## config.mk

```make
export PLATFORM = sky130hd
export DESIGN_NAME = aftab_daru
export DESIGN_NICKNAME = d
export VERILOG_FILES = /design/src/rtl/aftab_daru_pkg.sv /design/src/rtl/aftab_daru_misalign_chk.sv /design/src/rtl/aftab_daru.sv
export SDC_FILE = /design/constraint.sdc
export NUM_CORES = 1
export LEC_CHECK = 0
export CAP_MARGIN = 20
export CORE_MARGIN = 1.5
export CORE_UTILIZATION = 47
export DETAILED_ROUTE_END_ITERATION = 8
export PLACE_DENSITY = 0.79
export SLEW_MARGIN = 20
export SYNTH_ARGS = -nofsm -noshare
export SYNTH_HDL_FRONTEND = slang
export SYNTH_SLANG_ARGS = --single-unit
```

## constraint.sdc

```tcl
create_clock -name clk -period 3.4 [get_ports clk]
set_input_delay 0.68 -clock clk [delete_from_list [all_inputs] [get_ports clk]]
set_output_delay 0.68 -clock clk [all_outputs]
set_load 0.005 [all_outputs]
```

## src/rtl/aftab_daru_pkg.sv

```systemverilog
// Shared types and constants for the AFTAB data/address read unit.
package aftab_daru_pkg;

  typedef enum logic [1:0] {
    IDLE = 2'd0,
    READ = 2'd1,
    DONE = 2'd2
  } daru_state_e;

  localparam logic [1:0] BYTE = 2'd0;
  localparam logic [1:0] HALF = 2'd1;
  localparam logic [1:0] WORD = 2'd3;

  localparam int LANE_W = 2;

endpackage

```

## src/rtl/aftab_daru_misalign_chk.sv

```systemverilog
// Combinational misalignment flags for instruction fetches and data loads.
module aftab_daru_misalign_chk
  import aftab_daru_pkg::*;
(
  input  logic [1:0] addr_low,
  input  logic [1:0] n_bytes,
  input  logic       data_instr_bar,
  input  logic       check_en,
  output logic       instr_misaligned,
  output logic       load_misaligned
);

  logic half_bad;
  logic word_bad;

  // Byte accesses can never be misaligned; size 2 behaves as a word.
  assign half_bad = (n_bytes == HALF) & addr_low[0];
  assign word_bad = n_bytes[1] & (addr_low != 2'b00);

  assign instr_misaligned = check_en & ~data_instr_bar & (addr_low != 2'b00);
  assign load_misaligned  = check_en & data_instr_bar & (half_bad | word_bad);

endmodule

```

## src/rtl/aftab_daru.sv

```systemverilog
// AFTAB data/address read unit: reads 1, 2 or 4 bytes little-endian into a word.
// Optional macro DARU_MISALIGN_BLOCK_EN refuses starts that raise a misalignment flag.
module aftab_daru
  import aftab_daru_pkg::*;
#(
  parameter int ADDR_WIDTH = 32
) (
  input  logic                  clk,
  input  logic                  rst,
  input  logic                  startDARU,
  input  logic [1:0]            nBytes,
  input  logic [ADDR_WIDTH-1:0] addrIn,
  input  logic [7:0]            memData,
  input  logic                  memReady,
  input  logic                  dataInstrBar,
  input  logic                  checkMisalignedDARU,
  output logic                  instrMisalignedFlag,
  output logic                  loadMisalignedFlag,
  output logic                  completeDARU,
  output logic [31:0]           dataOut,
  output logic [ADDR_WIDTH-1:0] addrOut,
  output logic                  readMem
);

  daru_state_e             state;
  daru_state_e             state_next;
  logic [ADDR_WIDTH-1:0]   base;
  logic [LANE_W-1:0]       counter;
  logic [LANE_W-1:0]       nb;
  logic [LANE_W-1:0]       nb_in;
  logic                    start_ok;
  logic                    last_byte;

  aftab_daru_misalign_chk u_misalign_chk (
    .addr_low         (addrIn[1:0]),
    .n_bytes          (nBytes),
    .data_instr_bar   (dataInstrBar),
    .check_en         (checkMisalignedDARU),
    .instr_misaligned (instrMisalignedFlag),
    .load_misaligned  (loadMisalignedFlag)
  );

`ifdef DARU_MISALIGN_BLOCK_EN
  assign start_ok = startDARU & ~(instrMisalignedFlag | loadMisalignedFlag);
`else
  assign start_ok = startDARU;
`endif

  assign nb_in     = (nBytes == 2'd2) ? WORD : nBytes;
  assign last_byte = (counter == nb);
  assign addrOut   = base + ADDR_WIDTH'(counter);

  always_ff @(posedge clk or negedge rst) begin
    if (!rst) begin
      state <= IDLE;
    end else begin
      state <= state_next;
    end
  end

  always_comb begin
    state_next   = state;
    readMem      = 1'b0;
    completeDARU = 1'b0;
    case (state)
      IDLE: begin
        if (start_ok) state_next = READ;
      end
      READ: begin
        readMem = 1'b1;
        if (memReady && last_byte) state_next = DONE;
      end
      DONE: begin
        completeDARU = 1'b1;
        state_next   = IDLE;
      end
      default: state_next = IDLE;
    endcase
  end

  // The counter parks on the final lane so addrOut keeps the last address read.
  always_ff @(posedge clk or negedge rst) begin
    if (!rst) begin
      base    <= '0;
      counter <= '0;
      nb      <= '0;
      dataOut <= '0;
    end else begin
      case (state)
        IDLE: begin
          if (start_ok) begin
            base    <= addrIn;
            nb      <= nb_in;
            counter <= '0;
            dataOut <= '0;
          end
        end
        READ: begin
          if (memReady) begin
            dataOut[{counter, 3'b000} +: 8] <= memData;
            if (!last_byte) counter <= counter + 1'b1;
          end
        end
        default: ;
      endcase
    end
  end

endmodule

```

## After elaboration in Yosys (flattened, before gate mapping)

Cells that the tools add are included.

- Register bits after elaboration: 70
- Input port bits: 48
- Output and inout bits: 68
- Word-level logic and storage cells: 49

- $add $sub $neg: 3
- Equality and inequality tests: 9
- Shift operators: 2
- Multiplexer cells: 14
- Bitwise logic cells: 8
- Reduce and logical (&&, ||, !) cells: 8

Operators with widths:

| kind | number |
|---|---|
| 2-to-1 mux 32 bit | 2 |
| one-hot mux 32 bit (2 select lines) | 1 |
| adder 32 x 2 -> 32 bit | 1 |
| bitwise mux 32 bit | 1 |
| variable shift 8 x 7 -> 32 bit (first input constant) | 1 |
| indexed part select 8 x 7 -> 32 bit | 1 |
| 2-to-1 mux 2 bit | 6 |
| != test 2 bit (second input constant) | 4 |
| one-hot mux 2 bit (2 select lines) | 2 |
| negator 5 -> 7 bit | 1 |
| AND 1 bit | 6 |
| equality test 2 x 1 -> 1 bit (second input constant) | 2 |
| equality test 2 bit (second input constant) | 2 |
| AND reduction 2 bit | 2 |
| AND reduction 4 bit | 1 |
| nonzero test 2 bit | 2 |
| AND reduction 3 bit | 1 |
| adder 2 x 1 -> 2 bit (second input constant) | 1 |
| equality test 2 bit | 1 |
| zero test 2 bit | 1 |
| 2-to-1 mux 1 bit | 2 |
| logical AND 1 bit | 1 |
| NOT 1 bit | 1 |
| bitwise OR 1 bit | 1 |

## Logic depth before layout (Yosys ltp)

Gate-level depths: netlist (run 1).

- Word-level depth: 5
- Mapped depth: 7
- Gate-level depth less buffers: 6

## By module

A second synthesis (run 1) with hierarchy kept.

- Cell total of the unflattened synthesis: 325
- Area, all modules: 3532.1 µm²

Modules (own cells, without submodules):

| module | times used | cells each | area each (µm²) | sequential area each (µm²) |
|---|---|---|---|---|
| aftab_daru | 1 | 319 | 3498.4 | 1751.7 |
| aftab_daru_misalign_chk | 1 | 6 | 33.8 | 0.0 |

## Worst setup path before layout (run 1)

No wires, ideal clock.

- Path kind: reg2out
- Start point: reg counter[0]
- End point: out addrOut[28]
- Arrival: 1.985 ns
- Required time: 2.720 ns
- Slack: 0.735 ns
- Stages on the path, launching flop included: 8
- Cells stage by stage: dfrtp_1 ha_1 inv_1 fa_1 nor3_1 buf_2 nand4_1 xnor2_1

- Word-level cells in the longest chain between the ends: 1

RTL lines:

| element | line | source |
|---|---|---|
| start: declaration | aftab_daru.sv:28 | `logic [LANE_W-1:0] counter;` |
| start signal: assignment | aftab_daru.sv:101 | `if (!last_byte) counter <= counter + 1'b1;` |
| adder 32 x 2 -> 32 bit | aftab_daru.sv:51 | `assign addrOut = base + ADDR_WIDTH'(counter);` |
| end: declaration | aftab_daru.sv:21 | `output logic [ADDR_WIDTH-1:0] addrOut,` |

Every way passes these cells.

## Worst setup path after layout (run 1)

Ends and elaborated chain as after synthesis.

==> impl_metrics.env, run 1 <==
export IMPL_route_detailed_drc=0
export IMPL_timing_critical_path_max_delay_family="buffers and inverters"
export IMPL_finalHoldViolations=0
export IMPL_timing_setup_critical_path_class="reg2out"
export IMPL_routed_via_count=2895
export IMPL_run_status="finished, final reports clean"
export IMPL_timing_critical_path_slowest_cell_delay_ns=0.54
export IMPL_worstPathCellList="ha_1 > inv_1 > fa_2 > nor3_1 > buf_4 > nand4_1 > xnor2_1 > clkdlybuf4s50_1"
export IMPL_power_frac_comb_pct=46.0
export IMPL_critical_path_arrival_ns=2.60
export IMPL_dominantRegCellSynth="sky130_fd_sc_hd__dfrtp_1"
export IMPL_i_o_buffers=115
export IMPL_timing_worst_slew_pin_value_ns=0.828
export IMPL_clock_latency_ns=0.35
export IMPL_period_needed_ns=3.28
export IMPL_synth_common_cells="70 x sky130_fd_sc_hd__dfrtp_1, 32 x sky130_fd_sc_hd__mux2_2, 29 x sky130_fd_sc_hd__xnor2_1"
export IMPL_netlist_area_leader_share_pct=48.5
export IMPL_switchingPower_mw=1.40
export IMPL_timing_final_max_slew_violations=0
export IMPL_rows=31
export IMPL_slowest_stage="sky130_fd_sc_hd__clkdlybuf4s50_1"
export IMPL_design_die_area_um2=8210
export IMPL_report_final_setup_viol=0
export IMPL_critPathBufInv=3
export IMPL_synth_ff_latch_count=70
export IMPL_timing_critical_path_fanout_max=12
export IMPL_antenna_found_initial=0
export IMPL_drt_pre_antenna_iters=4
export IMPL_antennaDiodeCount=0
export IMPL_cap_viol_max_count=0
export IMPL_synth_most_common_cell="sky130_fd_sc_hd__dfrtp_1"
export IMPL_gp_congestion=0.827
export IMPL_layout_worst_path_cycle_share_pct=96.6
export IMPL_detailedPlacementHpwl_um=6290
export IMPL_tritoncts="done"
export IMPL_h_tree_lvls=3
export IMPL_path_depth=8
export IMPL_post_route_cells_drive_above_1_share_pct=15.8
export IMPL_p_int_mw=2.38
export IMPL_crit_required_ns=2.72
export IMPL_hold_buffers=0
export IMPL_maxClockFrequency_mhz=304
export IMPL_ys_warnings_count=0
export IMPL_finish_net_count=499
export IMPL_synthDistinctLibCells=41
export IMPL_final_design_area_no_fill_um2=5070
export IMPL_slew_limit_headroom_pct=44.7
export IMPL_chipHeight_um=90.6
export IMPL_postSynthAreaPerCell_um2=11.1
export IMPL_netlist_top_cells_area="sky130_fd_sc_hd__dfrtp_1 49%, sky130_fd_sc_hd__mux2_2 10%, sky130_fd_sc_hd__xnor2_1 7.0%"
export IMPL_placed_cells=529
export IMPL_crit_path_start_kind="flop"
export IMPL_ys_seq_area_share_pct=48.5
export IMPL_skew_final_ns=0.00983
export IMPL_flow_area_growth_from_synthesis_pct=40.5
export IMPL_netlist_area_um2=3610
export IMPL_asyncSetResetFlopFracSynth_pct=100
export IMPL_die_w_um=90.6
export IMPL_vias_per_cell=5.29
export IMPL_synth_edf_count=0
export IMPL_globalRoute_totalOverflow=0
export IMPL_route_antenna_remaining_nets=0
export IMPL_floorplan_initialDensity_pct=49.2
export IMPL_total_wirelength_um=8620
export IMPL_via_count_of_the_first_global_routing_pass=2960
export IMPL_seq_power_share_pct=37.3
export IMPL_powerDensity_nw_per_um2=746
export IMPL_synth_top_cell_by_area="sky130_fd_sc_hd__dfrtp_1"
export IMPL_timing_critical_path_to_type="primary output"
export IMPL_cts_max_path_buffers=2
export IMPL_min_delay_path_class="in2async"
export IMPL_cts_root_buffer="sky130_fd_sc_hd__clkbuf_8"
export IMPL_power_share_clock_pct=16.7
export IMPL_grt_pass1_wl_um=14400
export IMPL_num_io_pins=116
export IMPL_clk_pin_slew_ns=0.08
export IMPL_grt_start_max_net_pins=42
export IMPL_groute_usage_overall_pct=21.9
export IMPL_finalNonFillerCells=547
export IMPL_post_synth_inst_count=324
export IMPL_drt_iter0_drc=55
export IMPL_switching_share_pct=37.0
export IMPL_clock_sink_count=70
export IMPL_synth_fp_nets=380
export IMPL_power_ir_vdd_worst_uv=434
export IMPL_total_leakage_power_nw=2.07
export IMPL_ff2ff_path_depth=7
export IMPL_inserted_clock_buffers=9
export IMPL_wl_per_cell_um=15.7
export IMPL_placed_cell_areas_um2=4840
export IMPL_coreArea_um2=7330
export IMPL_final_fill_count=524
[metrics by stage]
stage / setup TNS, ns / hold slack [ns] / power [mW] / utilization [%] / setup slack (ns)
after detailed placement: 0 / 0.492 / 3.13 / 66.0 / 0.339
after CTS: 0 / 0.402 / 3.79 / 68.7 / 0.00436
after global placement: 0 / 0.488 / 3.09 / 66.0 / 0.364
after global routing: -0.0346 / 0.439 / 4.03 / 69.2 / -0.0178
final: 0 / 0.383 / 3.78 / 69.2 / 0.116
after floorplan: 0 / 0.384 / 2.33 / - / 0.735
[kinds of logic after synthesis]
group | share of synthesized area (%)
simple gates | 16.8
flops | 48.5
compound gates | 8.63
fa+ha+maj | 2.98
buf+inv | 4.99
mux | 10.3
xor+xnor | 7.76
[state kept, by name, summed over array words and instances, names as in the netlist]
name and flops:
base 32, dataOut 32, counter 2, nb 2, state 2
[per-layer routing]
metal,track usage (%),share of wire [%],up-vias
li1,-,-,1386
met1,28.2,44,1377
met2,35.2,47,121
met3,5.89,7.2,11
met4,8.20,1.3,0
met5,0,0,-
[placed cells by master, fill, tap and decap left out, types with 4 or more instances in the layout]
master	n
sky130_fd_sc_hd__clkdlybuf4s50_1	112
sky130_fd_sc_hd__dfrtp_1	70
sky130_fd_sc_hd__mux2_2	32
sky130_fd_sc_hd__xnor2_1	29
sky130_fd_sc_hd__nand3_1	28
sky130_fd_sc_hd__inv_1	25
sky130_fd_sc_hd__o21ai_0	19
sky130_fd_sc_hd__a22o_1	16
sky130_fd_sc_hd__nand4_1	15
sky130_fd_sc_hd__nand2_1	14
sky130_fd_sc_hd__clkbuf_8	9
sky130_fd_sc_hd__ha_1	7
sky130_fd_sc_hd__and3_1	6
sky130_fd_sc_hd__nor2_1	6
sky130_fd_sc_hd__buf_4	5
sky130_fd_sc_hd__a21oi_1	4
sky130_fd_sc_hd__nor4_4	4
[worst paths after layout]
path,startpoint,end,slack [ns]
setup / recovery,counter[0]$_DFFE_PN0P_,addrOut[28],0.12
hold / removal,rst,state[1]$_DFFE_PN0P_,0.38
setup reg to reg,counter[0]$_DFFE_PN0P_,dataOut[1]$_DFFE_PN0P_,1.29
hold reg to reg,dataOut[12]$_DFFE_PN0P_,dataOut[12]$_DFFE_PN0P_,0.51
max in group asynchronous,rst,base[28]$_DFFE_PN0P_,2.37
min in group clk,dataOut[12]$_DFFE_PN0P_,dataOut[12]$_DFFE_PN0P_,0.51
[power groups by stage]
stage | sequential [mW] | clock, mW | combinational, mW
floorplan | 1.33 | 0 | 0.992
detailed placement | 1.42 | 0 | 1.71
global placement | 1.41 | 0 | 1.68
global route | 1.45 | 0.690 | 1.89
finish | 1.41 | 0.633 | 1.74
CTS | 1.41 | 0.641 | 1.74
[cell type report]
class / count / area [um2] / area share [%]
Clock buffer: 9 / 124 / 2.44
Clock inverter: 7 / 61.3 / 1.21
Inverter: 25 / 93.8 / 1.85
Multi-Input combinational cell: 216 / 1710 / 33.7
Sequential cell: 70 / 1750 / 34.6
Tap cell: 99 / 124 / 2.44
Timing Repair Buffer: 121 / 1210 / 23.8
[what timing repair did]
action                                  4_1_cts  5_1_grt
endpoints found under the setup margin        3       11
pin swaps                                     0        1
gates resized for setup                       0        6
gates cloned                                  0        0
buffers inserted                              1        1
(Power assumes the default switching activity.)
==> run 2, diff against run 1 <==
--- a/config.mk
+++ b/config.mk
@@ -7,9 +7,10 @@
 export LEC_CHECK = 0
 export CAP_MARGIN = 20
 export CORE_MARGIN = 1.5
-export CORE_UTILIZATION = 47
+export CORE_UTILIZATION = 63
 export DETAILED_ROUTE_END_ITERATION = 8
-export PLACE_DENSITY = 0.79
+export DONT_BUFFER_PORTS = 1
+export PLACE_DENSITY = 0.77
 export SLEW_MARGIN = 20
 export SYNTH_ARGS = -nofsm -noshare
 export SYNTH_HDL_FRONTEND = slang
==> run 2 against run 1 <==
Compared with the run above:
- final cell count down 27%
- via count down 16%
- first-iteration DRC count up 71%
- sequential cell count unchanged
- wire length down 15%
- worst hold slack worse by 0.35 ns
- fmax up 3.6%
- non-clock buffer count down 120
- sequential power about the same
- largest power group is now sequential cells
- sequential share of layout area up 11 points
- final area down 24%
- highest routed layer unchanged
- largest cell class unchanged
- register-to-register slack worse by 0.06 ns
==> impl_metrics.env, run 2 (synthesis results as in run 1) <==
export IMPL_flow_area_growth_from_synthesis_pct=6.17
export IMPL_cts_max_path_buffers=2
export IMPL_route_antenna_remaining_nets=0
export IMPL_tritoncts="done"
export IMPL_groute_usage_overall_pct=25.1
export IMPL_drt_pre_antenna_iters=4
export IMPL_routed_via_count=2435
export IMPL_antennaDiodeCount=0
export IMPL_grt_start_max_net_pins=71
export IMPL_clock_latency_ns=0.33
export IMPL_timing_critical_path_fanout_max=8
export IMPL_finalHoldViolations=0
export IMPL_drt_met1_wl_um=2910
export IMPL_maxClockFrequency_mhz=315
export IMPL_route_detailed_drc=0
export IMPL_min_delay_path_class="in2async"
export IMPL_powerDensity_nw_per_um2=833
export IMPL_inserted_clock_buffers=9
export IMPL_hold_buffers=0
export IMPL_run_status="finished, final reports clean"
export IMPL_cts_root_buffer="sky130_fd_sc_hd__clkbuf_8"
export IMPL_leading_cell_type_in_the_layout_fill_and_taps_excluded="sky130_fd_sc_hd__dfrtp_1"
export IMPL_period_needed_ns=3.17
export IMPL_cp_startpoint="counter[0]$_DFFE_PN0P_"
export IMPL_critical_path_arrival_ns=2.49
export IMPL_layout_worst_path_cycle_share_pct=93.3
export IMPL_layout_cells_most_common_list="70 x sky130_fd_sc_hd__dfrtp_1, 32 x sky130_fd_sc_hd__mux2_2, 29 x sky130_fd_sc_hd__xnor2_1, 28 x sky130_fd_sc_hd__nand3_1, 25 x sky130_fd_sc_hd__inv_1"
export IMPL_globalRoute_totalOverflow=0
export IMPL_num_io_pins=116
export IMPL_top_regs="base (32), dataOut (32)"
export IMPL_r2r_setup_slack_ns=1.23
export IMPL_hold_worst_slack_ns=0.0349
export IMPL_timing_final_max_slew_violations=0
export IMPL_timing_critical_path_slowest_cell_delay_ns=0.58
export IMPL_chipHeight_um=78.7
export IMPL_critPathBufInv=1
export IMPL_grt_pass1_wl_um=12000
export IMPL_timing_worst_slew_pin_value_ns=0.969
export IMPL_die_w_um=78.7
export IMPL_setup_repair_after_global_routing_missed_its_margin="no"
export IMPL_timing_critical_path_max_delay_family="adder cells"
export IMPL_coreArea_um2=5510
export IMPL_drt_iter0_drc=94
export IMPL_post_route_cells_drive_above_1_share_pct=18.9
export IMPL_total_wirelength_um=7330
export IMPL_slowest_stage="sky130_fd_sc_hd__dfrtp_1"
export IMPL_detailroute_wirelength_met2_um=3540
export IMPL_timing_setup_tns_ns=0
export IMPL_via_count_of_the_first_global_routing_pass=2497
export IMPL_gp_congestion=0.791
export IMPL_i_o_buffers=0
export IMPL_design_die_area_um2=6190
export IMPL_report_final_setup_viol=0
export IMPL_power_ir_vdd_worst_uv=606
export IMPL_floorplan_initialDensity_pct=65.6
export IMPL_regToRegStartpoint="counter[0]$_DFFE_PN0P_"
export IMPL_crit_path_start_kind="flop"
export IMPL_finish_net_count=379
export IMPL_top_layer="met4"
export IMPL_wl_per_cell_um=18.3
export IMPL_total_leakage_power_nw=1.60
export IMPL_detailedPlacementHpwl_um=5350
export IMPL_vias_per_cell=6.09
export IMPL_worstPathCellList="ha_1 > inv_1 > fa_1 > or2_2 > nor4_1 > xor2_1"
export IMPL_skew_final_ns=0.00469
export IMPL_cap_viol_max_count=0
export IMPL_slew_limit_headroom_pct=35.2
export IMPL_timing_setup_critical_path_class="reg2out"
export IMPL_timing_critical_path_to_type="primary output"
export IMPL_post_cts_resized_instances=0
export IMPL_clk_pin_slew_ns=0.08
export IMPL_antenna_found_initial=0
export IMPL_post_cts_repair_setup_buffers=0
export IMPL_clock_sink_count=70
export IMPL_dr_wl_met3_um=684
export IMPL_rows=27
export IMPL_h_tree_lvls=3
export IMPL_crit_required_ns=2.72
==> run 2: changes by cell type in the layout (fill, tap and decap cells not counted), sizes merged <==
| cell | change |
|---|---|
| bufinv | +1 |
| buf | -6 |
| clkdlybuf4s50 | -112 |
| clkinv | +2 |
| clkinvlp | -1 |
| dlymetal6s2s | -2 |
| clkbuf | +1 |
| inv | -3 |
==> run 2: per-stage QoR <==
| stage | total power, mW | instance area [um2] | worst slack, ns | std cells | util, % |
|---|---|---|---|---|---|
| 2_1_floorplan | 2.33 | 3610 | 0.735 | 324 | - |
| 3_3_place_gp | 2.50 | 3630 | 0.632 | 384 | 65.8 |
| 3_5_place_dp | 2.53 | 3630 | 0.582 | 384 | 65.8 |
| 4_1_cts | 3.22 | 3830 | 0.207 | 400 | 69.6 |
| 5_1_grt | 3.40 | 3830 | 0.0662 | 400 | 69.6 |
| 6_report | 3.19 | 3830 | 0.229 | 400 | 69.6 |
==> run 2: worst register-to-register path, cell delays in order, from the launching register on <==
cell,delay (ns)
sky130_fd_sc_hd__dfrtp_1,0.58
sky130_fd_sc_hd__inv_1,0.19
sky130_fd_sc_hd__ha_1,0.31
sky130_fd_sc_hd__nor4bb_1,0.37
sky130_fd_sc_hd__nand3_1,0.15
sky130_fd_sc_hd__nor2_2,0.32
sky130_fd_sc_hd__a22o_1,0.20
==> run 2: layout make-up <==
type / count / area (um2)
flip-flops and latches: 70 / 1750
multi-input cells: 216 / 1680
fillers: 412 / 1670
clock buffers: 10 / 138
inverters: 25 / 93.8
well taps: 72 / 90.1
clock inverters: 6 / 68.8
repair buffers: 1 / 7.51
==> run 2: layer usage <==
metal | vias up | global-route usage (%)
met4 | 0 | 12.0
li1 | 1140 | -
met1 | 1182 | 29.8
met5 | - | 0
met2 | 96 | 41.0
met3 | 17 | 8.28
==> run 2: path summary, 6_finish.rpt <==
| path | endpoint | cells after the start |
|---|---|---|
| max | addrOut[12] | 6 |
| min | dataOut[11]$_DFFE_PN0P_ | 0 |
| max reg2reg | dataOut[8]$_DFFE_PN0P_ | 6 |
| min reg2reg | dataOut[24]$_DFFE_PN0P_ | 1 |
| max in group asynchronous | base[6]$_DFFE_PN0P_ | 0 |
| min in group clk | state[0]$_DFFE_PN0P_ | 1 |
==> run 2: where the power goes <==
part	leakage [nW]	internal [mW]	total (mW)	switching (mW)
sequential	0.896	1.10	1.44	0.340
clock	0.103	0.362	0.681	0.318
combinational	0.599	0.509	1.07	0.566
total	1.60	1.97	3.19	1.22
==> run 3, diff against run 2 <==
--- a/config.mk
+++ b/config.mk
@@ -10,6 +10,7 @@
 export CORE_UTILIZATION = 63
 export DETAILED_ROUTE_END_ITERATION = 8
 export DONT_BUFFER_PORTS = 1
+export HOLD_SLACK_MARGIN = 0.02
 export PLACE_DENSITY = 0.77
 export SLEW_MARGIN = 20
 export SYNTH_ARGS = -nofsm -noshare
==> run 3 against run 2 <==
Compared with the run above:
- count of clock-buffer cells in the layout is the same
- fmax is essentially flat
- sequential power is essentially flat
- global-route usage grew 0.20 points
- core utilization grew 0.73 points
- critical endpoint unchanged
- highest routed layer unchanged
==> impl_metrics.env, run 3 (synthesis results as in run 1) <==
export IMPL_run_status="finished, final reports clean"
export IMPL_report_final_setup_viol=0
export IMPL_vias_per_cell=6.08
export IMPL_drt_pre_antenna_iters=4
export IMPL_layout_cells_most_common_list="70 x sky130_fd_sc_hd__dfrtp_1, 32 x sky130_fd_sc_hd__mux2_2, 29 x sky130_fd_sc_hd__xnor2_1, 28 x sky130_fd_sc_hd__nand3_1, 25 x sky130_fd_sc_hd__inv_1"
export IMPL_h_tree_lvls=3
export IMPL_r2r_setup_slack_ns=1.22
export IMPL_top_regs="base (32), dataOut (32)"
export IMPL_flow_area_growth_from_synthesis_pct=7.28
export IMPL_rows=27
export IMPL_antennaDiodeCount=0
export IMPL_design_die_area_um2=6190
export IMPL_inserted_clock_buffers=9
export IMPL_grt_pass1_wl_um=12100
export IMPL_clk_pin_slew_ns=0.08
export IMPL_gp_congestion=0.791
export IMPL_route_detailed_drc=0
export IMPL_cts_max_path_buffers=2
export IMPL_switchingPower_mw=1.24
export IMPL_critical_path_arrival_ns=2.49
export IMPL_skew_final_ns=0.00445
export IMPL_crit_required_ns=2.72
export IMPL_antenna_found_initial=0
export IMPL_switching_share_pct=38.5
export IMPL_drt_iter0_drc=111
export IMPL_chipHeight_um=78.7
export IMPL_via_count_of_the_first_global_routing_pass=2502
export IMPL_min_delay_path_class="in2async"
export IMPL_setup_repair_after_global_routing_missed_its_margin="no"
export IMPL_coreArea_um2=5510
export IMPL_period_needed_ns=3.17
export IMPL_ff2ff_path_depth=6
export IMPL_groute_usage_overall_pct=25.3
export IMPL_die_w_um=78.7
export IMPL_timing_setup_tns_ns=0
export IMPL_p_total_mw=3.21
export IMPL_finalHoldViolations=0
export IMPL_power_frac_comb_pct=34.0
export IMPL_regToRegStartpoint="counter[0]$_DFFE_PN0P_"
export IMPL_tritoncts="done"
export IMPL_powerDensity_nw_per_um2=829
export IMPL_leading_cell_type_in_the_layout_fill_and_taps_excluded="sky130_fd_sc_hd__dfrtp_1"
export IMPL_route_antenna_remaining_nets=0
export IMPL_total_leakage_power_nw=1.61
export IMPL_slew_limit_headroom_pct=35.0
export IMPL_wl_per_cell_um=18.7
export IMPL_timing_critical_path_fanout_max=8
export IMPL_floorplan_initialDensity_pct=65.6
export IMPL_seq_power_share_pct=44.8
export IMPL_crit_path_start_kind="flop"
export IMPL_maxClockFrequency_mhz=315
export IMPL_num_io_pins=116
export IMPL_detailedPlacementHpwl_um=5350
export IMPL_p_int_mw=1.97
export IMPL_total_wirelength_um=7540
export IMPL_clock_latency_ns=0.33
export IMPL_timing_final_max_slew_violations=0
export IMPL_critical_path_reg2reg_endpoint="dataOut[8]$_DFFE_PN0P_"
export IMPL_globalRoute_totalOverflow=0
export IMPL_grt_start_max_net_pins=59
export IMPL_power_share_clock_pct=21.2
export IMPL_routed_via_count=2450
export IMPL_cts_root_buffer="sky130_fd_sc_hd__clkbuf_8"
export IMPL_cap_viol_max_count=0
export IMPL_post_cts_repair_setup_buffers=0
export IMPL_power_ir_vdd_worst_uv=609
export IMPL_timing_setup_critical_path_class="reg2out"
export IMPL_post_route_cells_drive_above_1_share_pct=19.0
export IMPL_timing_worst_slew_pin_value_ns=0.972
export IMPL_i_o_buffers=0
export IMPL_finish_net_count=382
export IMPL_timing_critical_path_to_type="primary output"
export IMPL_layout_worst_path_cycle_share_pct=93.3
export IMPL_clock_sink_count=70
## run 3: cell types whose count changed in the layout (fill, tap and decap cells not counted)
cell                            previous run  this run
sky130_fd_sc_hd__buf_12                    0         1
sky130_fd_sc_hd__dlygate4sd3_1             0         2
## run 3: how the worst max path moves through the flow
stage,to,startpoint,slack [ns]
5_1_grt,addrOut[12],counter[0]$_DFFE_PN0P_,0.07
3_3_place_gp,addrOut[12],counter[0]$_DFFE_PN0P_,0.63
2_1_floorplan,addrOut[28],counter[0]$_DFFE_PN0P_,0.73
4_1_cts,addrOut[12],counter[0]$_DFFE_PN0P_,0.21
6_report,addrOut[12],counter[0]$_DFFE_PN0P_,0.23
3_5_place_dp,addrOut[12],counter[0]$_DFFE_PN0P_,0.58
## run 3: metal layers
| layer | GRT usage (%) | vias to the layer above | share of wire, % |
|---|---|---|---|
| met3 | 8.28 | 17 | 9.0 |
| li1 | - | 1148 | - |
| met5 | 0 | - | 0 |
| met4 | 12.0 | 0 | 2.5 |
| met2 | 41.3 | 99 | 49 |
| met1 | 30.2 | 1186 | 40 |
## run 3: critical path, stage by stage, from the launching register on
cell                      delay, ns
sky130_fd_sc_hd__dfrtp_1       0.58
sky130_fd_sc_hd__ha_1          0.24
sky130_fd_sc_hd__inv_1         0.06
sky130_fd_sc_hd__fa_1          0.41
sky130_fd_sc_hd__or2_2         0.34
sky130_fd_sc_hd__nor4_1        0.29
sky130_fd_sc_hd__xor2_1        0.24
## run 3: per-stage QoR
stage / setup WS, ns / util (%) / area, um2 / cells / hold WS (ns)
after global routing: 0.0662 / 70.3 / 3870 / 403 / 0.0219
after floorplan: 0.735 / - / 3610 / 324 / 0.384
after CTS: 0.207 / 69.8 / 3840 / 401 / 0.0215
final: 0.228 / 70.3 / 3870 / 403 / 0.0334
after detailed placement: 0.582 / 65.8 / 3630 / 384 / 0.386
after global placement: 0.632 / 65.8 / 3630 / 384 / 0.387
## run 3: power groups by stage
stage,Clock (mW),Sequential [mW],Combinational [mW]
2_1_floorplan,0,1.33,0.992
5_1_grt,0.734,1.48,1.20
4_1_cts,0.695,1.43,1.09
6_report,0.681,1.44,1.09
3_3_place_gp,0,1.44,1.06
3_5_place_dp,0,1.45,1.08
## run 3: cell type report
class	instances	area (um2)
Clock buffer	10	138
Inverter	25	93.8
Timing Repair Buffer	4	47.5
Clock inverter	6	68.8
Tap cell	72	90.1
Fill cell	408	1630
Sequential cell	70	1750
Multi-Input combinational cell	216	1680
## run 3: timing repair
action                    4_1_cts  5_1_grt
hold buffers                    1        2
hold endpoints to repair       13       22
resized for setup               0        0
